[src/rtl/alu_share_arbiter.sv]
// alu_share_arbiter: shares one ALU between two requesters.
// Round-robin grant in IDLE, one op in flight, fixed IDLE -> EXEC -> RESP
// sequence, registered response held stable under backpressure.

// Small combinational ALU behind the arbiter.
// The function codes it knows are add, sub, and, and BEQ.
// Unknown codes give dataOut = 0 and compTrue = 0.
// compTrue is only asserted by the BEQ compare.
module alu #(
    parameter int BIT_WIDTH = 32,
    parameter int FUNC_BITS = 5
) (
    input  logic [FUNC_BITS-1:0] func,
    input  logic [BIT_WIDTH-1:0] dataIn1,
    input  logic [BIT_WIDTH-1:0] dataIn2,
    output logic [BIT_WIDTH-1:0] dataOut,
    output logic                 compTrue
);
    localparam logic [FUNC_BITS-1:0] F_ADD = FUNC_BITS'(5'b00000);
    localparam logic [FUNC_BITS-1:0] F_SUB = FUNC_BITS'(5'b00001);
    localparam logic [FUNC_BITS-1:0] F_AND = FUNC_BITS'(5'b00100);
    localparam logic [FUNC_BITS-1:0] F_BEQ = FUNC_BITS'(5'b10001);

    // Function decode; add/sub wrap naturally at BIT_WIDTH.
    always_comb begin
        // NOTE: every output gets a default before the case so no latch is inferred.
        dataOut  = '0;
        compTrue = 1'b0;
        case (func)
            F_ADD:   dataOut  = dataIn1 + dataIn2;
            F_SUB:   dataOut  = dataIn1 - dataIn2;
            F_AND:   dataOut  = dataIn1 & dataIn2;
            F_BEQ:   compTrue = (dataIn1 == dataIn2);
            default: dataOut  = '0;
        endcase
    end
endmodule

module alu_share_arbiter #(
    parameter int BIT_WIDTH = 32,
    parameter int FUNC_BITS = 5
) (
    input  logic                 clk,
    input  logic                 reset,
    input  logic                 req0_valid,
    output logic                 req0_ready,
    input  logic [FUNC_BITS-1:0] req0_func,
    input  logic [BIT_WIDTH-1:0] req0_a,
    input  logic [BIT_WIDTH-1:0] req0_b,
    input  logic                 req1_valid,
    output logic                 req1_ready,
    input  logic [FUNC_BITS-1:0] req1_func,
    input  logic [BIT_WIDTH-1:0] req1_a,
    input  logic [BIT_WIDTH-1:0] req1_b,
    output logic                 rsp_valid,
    input  logic                 rsp_ready,
    output logic                 rsp_id,
    output logic [BIT_WIDTH-1:0] rsp_data,
    output logic                 rsp_comp,
    output logic                 busy
);
    typedef enum logic [1:0] {
        S_IDLE = 2'd0,
        S_EXEC = 2'd1,
        S_RESP = 2'd2
    } state_t;

    state_t               r_state;
    logic                 r_last_grant;
    logic [FUNC_BITS-1:0] r_op_func;
    logic [BIT_WIDTH-1:0] r_op_a;
    logic [BIT_WIDTH-1:0] r_op_b;
    logic                 r_op_id;
    logic                 r_rsp_valid;
    logic                 r_rsp_id;
    logic [BIT_WIDTH-1:0] r_rsp_data;
    logic                 r_rsp_comp;

    logic                 w_idle;
    logic                 w_grant_valid;
    logic                 w_grant_id;
    logic [BIT_WIDTH-1:0] w_alu_out;
    logic                 w_alu_comp;

    // The shared ALU only ever sees the captured op registers.
    alu #(
        .BIT_WIDTH(BIT_WIDTH),
        .FUNC_BITS(FUNC_BITS)
    ) u_alu (
        .func    (r_op_func),
        .dataIn1 (r_op_a),
        .dataIn2 (r_op_b),
        .dataOut (w_alu_out),
        .compTrue(w_alu_comp)
    );

    // Round-robin pick: a lone requester wins outright, a tie goes to the
    // requester that was not granted last time.
    always_comb begin
        w_idle        = (r_state == S_IDLE) && !reset;
        w_grant_valid = req0_valid || req1_valid;
        if (req0_valid && req1_valid) begin
            w_grant_id = ~r_last_grant;
        end else begin
            w_grant_id = req1_valid;
        end
    end

    // Ready is combinational and only ever offered while idle.
    // It is held low during reset so that no handshake can complete then.
    assign req0_ready = w_idle && w_grant_valid && (w_grant_id == 1'b0);
    assign req1_ready = w_idle && w_grant_valid && (w_grant_id == 1'b1);

    // Control FSM, op capture and registered response in one sequential block.
    always_ff @(posedge clk) begin
        // NOTE: sequential state uses non-blocking assignments so every register
        // samples pre-edge values regardless of statement order.
        if (reset) begin
            r_state      <= S_IDLE;
            r_last_grant <= 1'b1;
            r_op_func    <= '0;
            r_op_a       <= '0;
            r_op_b       <= '0;
            r_op_id      <= 1'b0;
            r_rsp_valid  <= 1'b0;
            r_rsp_id     <= 1'b0;
            r_rsp_data   <= '0;
            r_rsp_comp   <= 1'b0;
        end else begin
            case (r_state)
                S_IDLE: begin
                    if (w_grant_valid) begin
                        r_op_func    <= w_grant_id ? req1_func : req0_func;
                        r_op_a       <= w_grant_id ? req1_a    : req0_a;
                        r_op_b       <= w_grant_id ? req1_b    : req0_b;
                        r_op_id      <= w_grant_id;
                        r_last_grant <= w_grant_id;
                        r_state      <= S_EXEC;
                    end
                end
                S_EXEC: begin
                    r_rsp_data  <= w_alu_out;
                    r_rsp_comp  <= w_alu_comp;
                    r_rsp_id    <= r_op_id;
                    r_rsp_valid <= 1'b1;
                    r_state     <= S_RESP;
                end
                S_RESP: begin
                    // Data, id and comp stay untouched until the consumer takes them.
                    if (rsp_ready) begin
                        r_rsp_valid <= 1'b0;
                        r_state     <= S_IDLE;
                    end
                end
                default: begin
                    r_rsp_valid <= 1'b0;
                    r_state     <= S_IDLE;
                end
            endcase
        end
    end

    assign rsp_valid = r_rsp_valid;
    assign rsp_id    = r_rsp_id;
    assign rsp_data  = r_rsp_data;
    assign rsp_comp  = r_rsp_comp;
    assign busy      = (r_state != S_IDLE);

endmodule

[config.mk]
export PLATFORM = sky130hd
export DESIGN_NAME = alu_share_arbiter
export DESIGN_NICKNAME = d
export VERILOG_FILES = /design/src/rtl/alu_share_arbiter.sv
export SDC_FILE = /design/constraint.sdc
export NUM_CORES = 1
export LEC_CHECK = 0
export ABC_AREA = 1
export CAP_MARGIN = 20
export CORE_MARGIN = 3
export CORE_UTILIZATION = 58
export DETAILED_ROUTE_END_ITERATION = 8
export GPL_ROUTABILITY_DRIVEN = 0
export PLACE_DENSITY_LB_ADDON = 0.12
export SLEW_MARGIN = 40
export SYNTH_ARGS = -nofsm -noshare
export SYNTH_HDL_FRONTEND = slang
export SYNTH_SLANG_ARGS = --single-unit
[constraint.sdc]
create_clock -name clk -period 4.6 [get_ports clk]
set_clock_uncertainty 0.05 [all_clocks]
set_input_delay 1.38 -clock clk [delete_from_list [all_inputs] [get_ports clk]]
set_output_delay 1.38 -clock clk [all_outputs]
set_load 0.02 [all_outputs]
==> impl_metrics.py, run 1 <==
metrics = {
    "worst_setup_path": {
        "r2r-start": "r_op_b[21]",
        "required_ns": 3.17,
        "r2r_setup_slack_ns": 2.00,
        "crit_start": "req1_valid",
        "ff2ff_path_depth": 13,
        "r2r_end": "rsp_data[24]",
        "crit_path_end_kind": "output pin",
        "crit_slowest_cell": "clkdlybuf4s50_1",
        "crit_type": "in2out",
        "path_cells": "clkdlybuf4s50_1 > o21ai_1 > nor3_1 > clkdlybuf4s50_1",
        "crit_top_cell": "clkdlybuf4s50_1",
        "crit_end": "req0_ready",
        "critPathMaxStageDelay_ns": 0.67,
        "cp.arrival_ns": 3.05,
        "crit_path_start_kind": "input pin",
        "worstPathMaxFanout": 5,
    },
    "clocking": {
        "clkTransAtPathRegs_ns": 0.08,
        "cts_buffers": 9,
        "cts_setup_buffers": 0,
        "cts-htree-levels": 3,
        "root_buffer": "clkbuf_16",
        "cts_tree": "yes",
        "cts_hold_buf": 0,
        "clk_path_buf_depth": 2,
        "clock_latency_ns": 0.37,
        "ctsResizeCount": 0,
        "numClockSinks": 108,
    },
    "place": {
        "place_ws_ns": 0.107,
        "place_hpwl_um": 25500,
        "portBuffers": 180,
    },
    "worst_hold_path": {
        "min_path_type": "reg2reg",
    },
    "layout": {
        "fill_cells": 1435,
        "nNetsFinal": 2042,
        "synthToLayoutAreaGrowth_pct": 20.8,
        "diodes": 0,
        "drive_gt1_share_pct": 4.79,
        "mostFrequentLayoutCells": "621 x nand2_1, 254 x inv_1, 179 x clkdlybuf4s50_1",
        "layout_commonest_cell": "nand2_1",
    },
    "synthesis": {
        "synth.top_cell.area_share_pct": 23.7,
        "synth_seq_cells": 108,
        "synth_edf_count": 0,
        "synth.area.top_cells": "nand2_1 24%, dfxtp_1 22%, inv_1 9.7%",
        "ys_seq_area_share_pct": 22.0,
        "synthDistinctLibCells": 47,
        "syn-num-nets": 1918,
        "syn_area_sq_um": 9840,
        "async_flop_share_pct": 0,
        "synth_ff_type": "dfxtp_1",
        "synthesis.instances": 1709,
        "yosys_warnings": 0,
        "synth_largest_area_cell": "nand2_1",
        "syn_avg_cell_area_sq_um": 5.76,
    },
    "detailed_routing": {
        "dr.pass1.iters": 9,
        "wl_per_cell_um": 16.0,
        "drcViolationCount": 1,
        "drtIter0Drc": 1355,
        "vias": 11531,
        "antenna_left": 0,
        "viasPerCell": 5.61,
        "wl_um": 32800,
    },
    "die": {
        "initial_utilization_pct": 60.6,
        "ios": 181,
        "die-area_sq_um": 18600,
        "core_sq_um": 16200,
        "fp.dieH_um": 136,
        "placementRows": 46,
        "chipWidth_um": 136,
    },
    "flow_run": {
        "maxCapViolCount": 0,
    },
    "pwr": {
        "p_leak_uw": 0.00583,
        "power_density_nw_per_um2": 328,
        "ir_drop_mv": 0.215,
        "power.total_uw": 3900,
    },
    "grt": {
        "grtUsageTotal_pct": 34.6,
        "grt_max_degree": 70,
        "grt_pass1_wl_um": 50900,
        "grt-ovfl-total": 0,
        "first_global_vias": 10296,
        "grt_antenna_before_repair": 0,
    },
    "sta": {
        "relSlewSlack_pct": 54.8,
        "finalCritPeriodShare_pct": 97.4,
        "setup_tns_ns": 0,
        "period_needed_ns": 4.48,
        "hold_viol_final": 0,
        "finalSetupViolCount": 0,
        "setup_slack_ns": 0.120,
        "worst_pin_slew_ns": 0.678,
        "finalMaxSlewViolations": 0,
        "rsz0062_at_grt": "false",
        "max_freq_ghz": 0.223,
    },
    "status": {
        "status": "finished, violations left",
        "violations": "DRC",
    },
}
==> cell type report <==
type	count	area [sq um]	share of cell area [%]
sequential	108	2160	18.2
clock inverter	7	71.3	0.600
timing repair buffer	190	1900	16.0
clock buffer	9	225	1.90
inverter	261	982	8.27
tap	216	270	2.27
multi-input combinational	1263	6270	52.8
==> report_power, final <==
group / internal, uW / total (uW) / switching [uW]
clock: 382 / 803 / 421
combinational: 669 / 1960 / 1300
sequential: 1040 / 1130 / 92.9
total: 2090 / 3900 / 1810
==> critical path: cells and delay by family <==
family          cells  cell delay, ns
buf+inv             2            1.20
simple gates        1            0.30
compound gates      1            0.17
==> kinds of logic after synthesis <==
group	Yosys count	share of synthesized area (%)
buffers and inverters	338	14.3
AND/OR/NAND/NOR	921	39.2
adder cells (fa/ha/maj)	66	8.55
AO/OA/AOI/OAI	276	15.9
flip-flops	108	22.0
==> metrics by stage <==
stage / area [sq um] / utilization (%) / hold WS, ns / instances
finish: 11900 / 73.2 / 0.414 / 2054
global route: 11900 / 73.2 / 0.433 / 2054
CTS: 11900 / 73.2 / 0.417 / 2054
detailed placement: 11600 / 71.4 / 0.395 / 2038
global placement: 11600 / 71.3 / 0.401 / 2038
floorplan: 9840 / - / 0.379 / 1709
==> worst min path at each step <==
stage / to / depth (start not counted) / start / slack (ns)
floorplan: r_last_grant / 2 / r_last_grant / 0.38
finish: rsp_data[27] / 2 / rsp_data[27] / 0.41
global placement: rsp_data[11] / 2 / rsp_data[11] / 0.40
global route: rsp_data[11] / 2 / rsp_data[11] / 0.43
CTS: r_last_grant / 2 / r_last_grant / 0.42
detailed placement: r_last_grant / 2 / r_last_grant / 0.39
==> per-layer routing <==
layer,routed length (um),track usage [%]
met3,3810,6.62
met4,1130,12.7
met5,0,0
met1,13800,47.8
met2,14100,53.7
==> cell usage after synthesis (all sizes together), types with 3 or more instances <==
| cell type | number |
|---|---|
| nand3 | 126 |
| buf | 31 |
| o211ai | 3 |
| nand2 | 644 |
| nand3b | 3 |
| nor3 | 12 |
| a21oi | 80 |
| a21boi | 6 |
| and3 | 3 |
| o21bai | 7 |
| dfxtp | 108 |
| inv | 259 |
| nor2 | 111 |
| a31oi | 69 |
| ha | 64 |
| clkbuf | 45 |
| o221ai | 6 |
| o21ai | 98 |
| nor4 | 4 |
| nand4 | 12 |
| or2 | 3 |
==> flip-flops by register name (all words and copies together), names as in the netlist <==
register,cells
rsp_valid,1
rsp_id,1
r_op_b,32
r_op_a,32
r_op_id,1
r_last_grant,1
rsp_comp,1
r_op_func,5
r_state,2
rsp_data,32
(Power assumes the default switching activity.)
==> inputs of run 2 (changes only) <==
- HOLD_SLACK_MARGIN: default -> 0.15
==> results of run 2 <==
The final DEF is identical to that of run 1; final timing and power are the same.
